### src/rtl/led_pkg.sv
// Shared constants and types for the LED level meter: display modes, peak FSM states
// and a counter-width helper. No logic, no latency, no flow control.
package led_pkg;

  localparam logic [1:0] MODE_BAR      = 2'b00;
  localparam logic [1:0] MODE_DOT      = 2'b01;
  localparam logic [1:0] MODE_BAR_PEAK = 2'b10;
  localparam logic [1:0] MODE_BLANK    = 2'b11;

  typedef enum logic [1:0] {
    TRACK = 2'd0,
    HOLD  = 2'd1,
    FALL  = 2'd2
  } peak_state_t;

  function automatic int cnt_w(input int n);
    return (n > 1) ? $clog2(n) : 1;
  endfunction

endpackage

### src/rtl/therm_decode.sv
// Level code to thermometer: bit i set for every i <= level. Purely combinational,
// zero latency, no flow control.
module therm_decode #(
  parameter int LEVEL_W = 4
) (
  input  logic [LEVEL_W-1:0]      level,
  output logic [(2**LEVEL_W)-1:0] therm
);

  localparam int N_LED = 2**LEVEL_W;

  always_comb begin
    therm = '0;
    for (int i = 0; i < N_LED; i++) begin
      therm[i] = (LEVEL_W'(i) <= level);
    end
  end

endmodule

### src/rtl/led_bar_meter.sv
// N-LED level meter with instant attack, timed release, peak-hold marker and display modes.
// led is registered one cycle behind disp/peak/mode; freeze stalls every register, rst overrides it.
module led_bar_meter
  import led_pkg::*;
#(
  parameter int LEVEL_W      = 4,
  parameter int HOLD_CYCLES  = 50_000_000,
  parameter int DECAY_CYCLES = 5_000_000
) (
  input  logic                    clk,
  input  logic                    rst,
  input  logic                    in_valid,
  input  logic [LEVEL_W-1:0]      level,
  input  logic [1:0]              mode,
  input  logic                    freeze,
  output logic [(2**LEVEL_W)-1:0] led,
  output logic [LEVEL_W-1:0]      peak
);

  localparam int N_LED = 2**LEVEL_W;
  localparam int HCW   = cnt_w(HOLD_CYCLES);
  localparam int DCW   = cnt_w(DECAY_CYCLES);

  logic [LEVEL_W-1:0] disp_q, disp_d, tgt_q, tgt_d, peak_q, peak_d;
  logic [DCW-1:0]     dcnt_q, dcnt_d, pcnt_q, pcnt_d;
  logic [HCW-1:0]     hcnt_q, hcnt_d;
  peak_state_t        state_q, state_d;
  logic [N_LED-1:0]   led_q, led_d;
  logic [N_LED-1:0]   bar_therm, peak_therm, bar_onehot, peak_onehot;

  therm_decode #(.LEVEL_W(LEVEL_W)) u_bar_therm (
    .level (disp_q),
    .therm (bar_therm)
  );

  therm_decode #(.LEVEL_W(LEVEL_W)) u_peak_therm (
    .level (peak_q),
    .therm (peak_therm)
  );

  // The top set bit of a thermometer is the only bit whose upper neighbour is clear.
  assign bar_onehot  = bar_therm  & ~(bar_therm  >> 1);
  assign peak_onehot = peak_therm & ~(peak_therm >> 1);

  always_comb begin
    tgt_d  = tgt_q;
    disp_d = disp_q;
    dcnt_d = dcnt_q;
    if (in_valid) tgt_d = level;

    // Release compares against the incoming target so a fresh sample is never undershot.
    if (in_valid && (level > disp_q)) begin
      disp_d = level;
      dcnt_d = '0;
    end else if (disp_q > tgt_d) begin
      if (dcnt_q == DCW'(DECAY_CYCLES - 1)) begin
        disp_d = disp_q - 1'b1;
        dcnt_d = '0;
      end else begin
        dcnt_d = dcnt_q + 1'b1;
      end
    end else begin
      dcnt_d = '0;
    end
  end

  always_comb begin
    state_d = state_q;
    peak_d  = peak_q;
    hcnt_d  = hcnt_q;
    pcnt_d  = pcnt_q;
    if (disp_d > peak_q) begin
      peak_d  = disp_d;
      hcnt_d  = '0;
      pcnt_d  = '0;
      state_d = HOLD;
    end else begin
      case (state_q)
        TRACK: peak_d = disp_d;
        HOLD: begin
          if (hcnt_q == HCW'(HOLD_CYCLES - 1)) begin
            hcnt_d  = '0;
            pcnt_d  = '0;
            state_d = FALL;
          end else begin
            hcnt_d = hcnt_q + 1'b1;
          end
        end
        FALL: begin
          if (peak_q == disp_d) begin
            pcnt_d  = '0;
            state_d = TRACK;
          end else if (pcnt_q == DCW'(DECAY_CYCLES - 1)) begin
            peak_d = peak_q - 1'b1;
            pcnt_d = '0;
          end else begin
            pcnt_d = pcnt_q + 1'b1;
          end
        end
        default: state_d = TRACK;
      endcase
    end
  end

  always_comb begin
    led_d = '0;
    case (mode)
      MODE_BAR:      led_d = bar_therm;
      MODE_DOT:      led_d = bar_onehot;
      MODE_BAR_PEAK: led_d = bar_therm | peak_onehot;
      default:       led_d = '0;
    endcase
  end

  always_ff @(posedge clk) begin
    if (rst) begin
      disp_q  <= '0;
      tgt_q   <= '0;
      peak_q  <= '0;
      dcnt_q  <= '0;
      pcnt_q  <= '0;
      hcnt_q  <= '0;
      state_q <= TRACK;
      led_q   <= N_LED'(1);
    end else if (!freeze) begin
      disp_q  <= disp_d;
      tgt_q   <= tgt_d;
      peak_q  <= peak_d;
      dcnt_q  <= dcnt_d;
      pcnt_q  <= pcnt_d;
      hcnt_q  <= hcnt_d;
      state_q <= state_d;
      led_q   <= led_d;
    end
  end

  assign led  = led_q;
  assign peak = peak_q;

endmodule
### config.mk
export PLATFORM = sky130hd
export DESIGN_NAME = led_bar_meter
export DESIGN_NICKNAME = d
export VERILOG_FILES = /design/src/rtl/led_pkg.sv /design/src/rtl/therm_decode.sv /design/src/rtl/led_bar_meter.sv
export SDC_FILE = /design/constraint.sdc
export NUM_CORES = 1
export LEC_CHECK = 0
export CORE_MARGIN = 2
export CORE_UTILIZATION = 65
export DETAILED_ROUTE_END_ITERATION = 8
export GPL_ROUTABILITY_DRIVEN = 0
export PLACE_DENSITY_LB_ADDON = 0.15
export SETUP_SLACK_MARGIN = 0.4
export SYNTH_ARGS = -nofsm -noshare
export SYNTH_HDL_FRONTEND = slang
export SYNTH_SLANG_ARGS = --single-unit
export TNS_END_PERCENT = 10
### constraint.sdc
create_clock -name clk -period 13.2 [get_ports clk]
set_input_delay 2.64 -clock clk [delete_from_list [all_inputs] [get_ports clk]]
set_output_delay 2.64 -clock clk [all_outputs]
set_load 0.05 [all_outputs]
==> impl_results.md, run 1 <==
- Post-Syn Instances: 743
- Synth Flop Type: dfxtp_1
- CP Max Fanout: 20
- Area growth from synthesis to layout: 8.21%
- DRC viols: 0
- # diodes: 0
- DRT iter0 DRCs: just over 300
- WL final: ~15000 µm
- Yosys reg bits: 102
- Relative slew slack: 0.226
- Startpoint of the worst-slack reg-to-reg timing path: disp_q[3]
- Overall power: 0.000670 W
- Die width: 100 µm
- Number of flops mapped to enable cells by yosys: 0
- Final hold violations: 0
- Warnings, synthesis: 0
- CP Capture Type: flop
- Critical path arrival: 7.45 ns
- Number of global-route vias before repair: about 5300
- Initial cell density of the core: 0.658
- Avg WL per Cell: approximately 17 µm
- CORE AREA: about 9100 µm²
- Worst skew pair latency: around 0.38 ns
- Period utilization: 0.548
- Cts repair resizes: 0
- IO Pins: 30
- Total negative slack: 0 ns
- Die Span Y: 100 µm
- Fin cells: a little under 900
- DR vias/cell: approximately 6.7
- Crit path to: hcnt_q[7]
- Worst EP required: between 10 and 15 ns
- Final setup fails: 0
- VDD IR max: 60.3 µV
- FF-to-FF setup slack: 7.98 ns
- Post-CTS Hold Buffers: 0
- CP startpoint kind: primary input
- Dominant cell type by area after synthesis: dfxtp_1
- Fmax: 138 MHz
- Total CTS buffers: 9
- Clock skew: between 0.015 and 0.02 ns
- CTS tree: yes
- Mapped Area: between 5000 and 6000 µm²
- P per Cell Area: between 100 and 150 nW/µm²
- DR vias: roughly 5800
- R2r worst-path depth: 16
- R2r endpoint: hcnt_q[7]
- GRT Total Usage: 0.294
- Share of cells above drive strength 1: 0.0530
- Min cycle time layout: ~7.2 ns
- Slew Limit Fails: 0
- CTS Buffer Depth: 2
- Max-cap violations: 0
- FFs w/ async S/R, synth: 0
- Clock sink count: approximately 100
- Critical path startpoint: in_valid
- Commonest cells in the netlist: dfxtp_1 (102), nor2_1 (88), nand2_1 (57), nand3_1 (50), a21oi_1 (45)
- Outcome: completed
- Placed Cells: 850
- Critical path class: in -> reg
- First-pass GRT wire length: 24500 µm
- Port Buf Inserts: 29
- Setup repair after global routing missed its margin: false
- DRT antenna net count: 0
- Die outline area: approximately 10000 µm²
- Synth top area share: 0.341
- Cell variety after synth: 71
- Reg clk slew, reported paths: about 0.12 ns
- # nets final: between 700 and 800
- Most common cell in the netlist: dfxtp_1
- Row cnt: 35
- Largest net degree at the start of global routing: slightly above 60
- Syn Nets: 776
- CTS H-tree depth: 3
- Post-CTS Setup Inserts: 0
- Worst-Margin Slew: approximately 1.2 ns
- Seq/Total Area, Yosys: 0.341
- Grt ovf: 0
- HPWL Detailed: between 9000 and 10000 µm
- Initial antenna violation count: 0
- Top cells by area, synth: dfxtp_1 (34%), nor2_1 (5.5%), ha_1 (4.8%)
- First-pass DRT Iterations: 5
- Hold Path Class: reg -> reg
- Mean Syn Cell Area: approximately 8.1 µm²
- Root Driver: clkbuf_8
- Finished Core Util: 0.712
- Pleak: between 2 and 2.5 nW
-- power breakdown --
group | internal [W] | switching, W
registers | 0.000314 | 0.0000104
logic | 0.0000439 | 0.000105
clock network | 0.0000737 | 0.000123
total | 0.000432 | 0.000238
-- stage by stage --
step | hold WS, ns | setup slack (ns) | instance area, µm²
after global routing | 0.485 | 5.48 | 6480
after floorplan | 0.429 | 6.75 | 5990
after global placement | 0.442 | 5.80 | 6290
final | 0.466 | 5.97 | 6480
after CTS | 0.465 | 6.04 | 6480
after detailed placement | 0.448 | 5.64 | 6290
-- worst max-delay path: stages --
cell             delay [ns]
clkdlybuf4s50_1        0.61
mux2_2                 0.39
ha_1                   0.18
nor2b_1                0.11
o211ai_1               0.17
a21oi_1                0.42
a31oi_1                0.16
o31ai_1                0.34
inv_1                  0.08
ha_1                   0.35
and4_1                 0.27
a21oi_1                0.13
buf_4                  0.22
o21ai_0                0.10
buf_4                  0.25
o21ai_1                0.91
nor2_1                 0.12
-- routing by layer --
metal	share of wire	routed length, µm	global-route usage
met5	0	0	0
met4	0.014	206	0.101
met3	0.064	933	0.0571
met2	0.49	7070	0.491
met1	0.44	6340	0.383
-- placed cells by master (no fill, tap or decap), types with 4 or more instances in the layout --
cell type	count
nor2_1	88
clkbuf_8	9
nor2b_1	10
inv_1	19
o211ai_1	8
a21o_1	4
o31ai_1	10
or3_1	17
a21oi_1	45
nand4_1	19
mux2i_1	9
or4_1	11
nand2_1	57
a31oi_1	12
ha_1	23
nand2b_1	4
and4_1	9
clkdlybuf4s50_1	27
a32oi_1	7
o311ai_0	7
o32ai_1	4
nor4_1	6
a221o_1	4
xnor2_1	16
xor2_1	23
nor4b_1	4
a211oi_1	11
buf_4	4
nor3_1	19
nand3_1	50
and3_1	15
o21ai_0	37
o2111ai_1	6
dfxtp_1	102
-- logic make-up (layout without fill, tap and decap cells) --
logic type | Yosys count | in the layout | synth area share
buffers and inverters | 56 | 68 | 0.0368
flip-flops | 102 | 102 | 0.341
XOR/XNOR | 39 | 39 | 0.0570
AO/OA/AOI/OAI | 181 | 181 | 0.204
adder cells (fa/ha/maj) | 23 | 23 | 0.0480
AND/OR/NAND/NOR | 332 | 332 | 0.297
multiplexers | 10 | 10 | 0.0169
-- how the worst min path moves through the flow --
stage	startpoint	endpoint	slack [ns]	cells past startpoint
finish	tgt_q[0]	tgt_q[0]	0.47	2
global route	tgt_q[0]	tgt_q[0]	0.49	2
floorplan	tgt_q[0]	tgt_q[0]	0.43	2
detailed placement	tgt_q[0]	tgt_q[0]	0.45	2
global placement	tgt_q[0]	tgt_q[0]	0.44	2
CTS	tgt_q[0]	tgt_q[0]	0.47	2
-- sequential cells by signal (all words and copies together), names as in the netlist --
register and cells:
hcnt_q 26, led 16, state_q 2, tgt_q 4, disp_q 4, peak 4, pcnt_q 23, dcnt_q 23
-- layout make-up --
class,instances,area (µm²)
Tap cell,111,139
Inverter,19,71.3
Fill cell,747,2630
Timing Repair Buffer,33,310
Clock inverter,7,67.6
Sequential cell,102,2040
Multi-Input combinational cell,585,3730
Clock buffer,9,124
(Power assumes the default switching activity.)
==> run 2, diff against run 1 <==
Settings changed: CORE_UTILIZATION 65 to 61.
Clock period 13.2 ns to 7.03 ns, I/O delays scaled along.
==> run 2 against run 1 <==
Against the previous run: non-clock buffer count up 2; highest routed layer unchanged; sequential power grew 88%; power grew 90%; critical path type unchanged; critical endpoint is now pcnt_q[2]; largest cell class unchanged.
==> impl_results.md, run 2 (synthesized netlist as in run 1, its figures left out) <==
- Outcome: completed
- Total negative slack: 0 ns (unchanged)
- CTS Buffer Depth: 2 (unchanged)
- P per Cell Area: 195 nW/µm² (+89%)
- Post-CTS Hold Buffers: 0 (unchanged)
- Slew Limit Fails: 0 (unchanged)
- Commonest cells after routing, fill and taps aside: dfxtp_1 (102), nor2_1 (88), nand2_1 (57)
- Total CTS buffers: 9 (unchanged)
- Critical path class: in -> reg
- Worst EP required: 7.32 ns (-6.10 ns)
- Post-CTS Setup Inserts: 0 (unchanged)
- Row cnt: 36 (+2.9%)
- Die outline area: 10600 µm² (+6.3%)
- Worst-Margin Slew: 1.04 ns (-0.116 ns)
- Final hold violations: 0 (unchanged)
- DRC viols: 0 (unchanged)
- DR vias: 5763 (-0.16%)
- WL final: 14800 µm (+2.0%)
- Number of global-route vias before repair: 5400 (+1.6%)
- Top reg by flops: hcnt_q
- Largest net degree at the start of global routing: 52 (-16%)
- CTS H-tree depth: 3 (unchanged)
- Crit-path slowest cell: clkdlybuf4s50_1
- Min cycle time layout: between 5 and 6 ns
- Hold Path Class: reg -> reg
- DR vias/cell: 6.48 (-2.8%)
- Max incr delay on CP: 0.61 ns (-0.30 ns)
- First-pass GRT wire length: 24800 µm (+1.4%)
- Clock sink count: 102 (unchanged)
- Clock skew: 0.00972 ns (-0.00534 ns)
- Power Internal: 0.000849 W (+97%)
- Max reg flops: 26 (unchanged)
- First-pass DRT Iterations: 6 (+1)
- Most used cell, CP: ha_1
- Sw frac: 0.335 (-0.0208)
- Avg WL per Cell: 16.7 µm (-0.75%)
- Initial cell density of the core: 0.622 (-0.0362)
- HPWL Detailed: 10400 µm (+3.9%)
- Area growth from synthesis to layout: 9.00%
- DRT iter0 DRCs: 326 (+4.8%)
- Fmax: between 150 and 200 MHz
- VDD IR max: 184 µV (+200%)
- Initial antenna violation count: 0 (unchanged)
- IO Pins: 30 (unchanged)
- Cts repair resizes: 0 (unchanged)
- DRT antenna net count: 0 (unchanged)
- CP startpoint kind: primary input
- Sequential fraction of design power: 0.478 (-0.007)
- # diodes: 0 (unchanged)
- # nets final: 785 (+0.26%)
- Final setup fails: 0 (unchanged)
- Comb pwr share: 0.224 (+0.003)
- Reg clk slew, reported paths: 0.09 ns (-0.03 ns)
- Die width: 103 µm (+3.1%)
- CORE AREA: 9640 µm² (+5.8%)
- CP Capture Type: flop
- Finished Core Util: 0.678 (-0.0342)
- Die Span Y: 103 µm (+3.1%)
- Clock network power share: 0.299 (+0.005)
- Largest registers: hcnt_q (26), dcnt_q (23), pcnt_q (23)
- Buffers & Inverters on Critical Path: 3 (-1)
- Grt ovf: 0 (unchanged)
- GRT Total Usage: 0.289 (-0.00556)
- Max-cap violations: 0 (unchanged)
- Share of cells above drive strength 1: 0.0555 (+0.00250)
- Period utilization: 0.838
- CP top delay family: compound AO/OA/AOI/OAI gates
- Most common cell after layout, fill and taps aside: dfxtp_1
- Worst skew pair latency: 0.39 ns (about the same)
- CP Max Fanout: 16 (-20%)
- Pleak: 2.18 nW (+0.75%)
- Sw Pwr: 0.000427 W (+79%)
- Relative slew slack: 0.303 (+0.0769)
- CP Cell Sequence: clkdlybuf4s50_1, mux2_2, ha_1, nor2b_1, o211ai_1, a21oi_1, a31oi_1, o31ai_1, inv_1, ha_1, and4_1, a211oi_1, nor3_1, o21ai_1, buf_4, nor2_1
- Setup repair after global routing missed its margin: false
- Critical path arrival: 6.18 ns (-1.27 ns)
- Port Buf Inserts: 29 (unchanged)
- Root Driver: clkbuf_8
- CTS tree: yes
- Fill count: 838 (+12%)
## run 2: cell count changes in the layout (fill, tap and decap cells not counted), sizes merged
cell	delta
bufinv	+1
clkinv	+1
buf	+2
clkbuf	+1
inv	-3
## run 2: layout make-up
type / count / area [µm²] / share of cell area
tap: 133 / 166 / 0.0255
clock inverter: 6 / 58.8 / 0.00900
timing repair buffer: 35 / 325 / 0.0498
clock buffer: 10 / 138 / 0.0211
multi-input combinational: 585 / 3730 / 0.571
inverter: 19 / 71.3 / 0.0109
sequential: 102 / 2040 / 0.313
## run 2: through the flow
stage                     cell area [µm²]  hold slack, ns  power [W]  cells  setup slack [ns]
after floorplan                      5990           0.429   0.000821    743              1.81
after global placement               6330           0.441   0.000892    874              1.00
after detailed placement             6330           0.457   0.000901    874             0.813
after CTS                            6530           0.473    0.00128    890              1.21
after global routing                 6530           0.493    0.00133    890             0.881
final                                6530           0.472    0.00128    890              1.14
## run 2: power groups by stage
stage	logic, W	clock network [W]	registers (W)
after floorplan	0.000186	0	0.000635
after global placement	0.000271	0	0.000621
after detailed placement	0.000279	0	0.000622
after CTS	0.000281	0.000389	0.000609
after global routing	0.000310	0.000412	0.000612
final	0.000286	0.000381	0.000610
## run 2: tightest hold or removal path, stage by stage, from the launching register on
cell,delay [ns]
dfxtp_1,0.32
nand2_1,0.06
a21oi_1,0.05
## run 2: final timing paths
| kind | start | endpoint | slack [ns] | cells past startpoint |
|---|---|---|---|---|
| hold / removal | tgt_q[0] | tgt_q[0] | 0.47 | 2 |
| hold reg to reg | tgt_q[0] | tgt_q[0] | 0.47 | 2 |
| setup / recovery | in_valid | pcnt_q[2] | 1.14 | 16 |
| setup reg to reg | disp_q[3] | pcnt_q[2] | 1.89 | 15 |
## run 2: layer usage
layer	share of wire	global-route usage	routed length, µm	up-vias
met3	0.057	0.0712	842	27
met1	0.44	0.359	6570	2734
met5	0	0	0	-
met2	0.49	0.491	7210	193
li1	-	-	-	2809
met4	0.015	0.0941	227	0
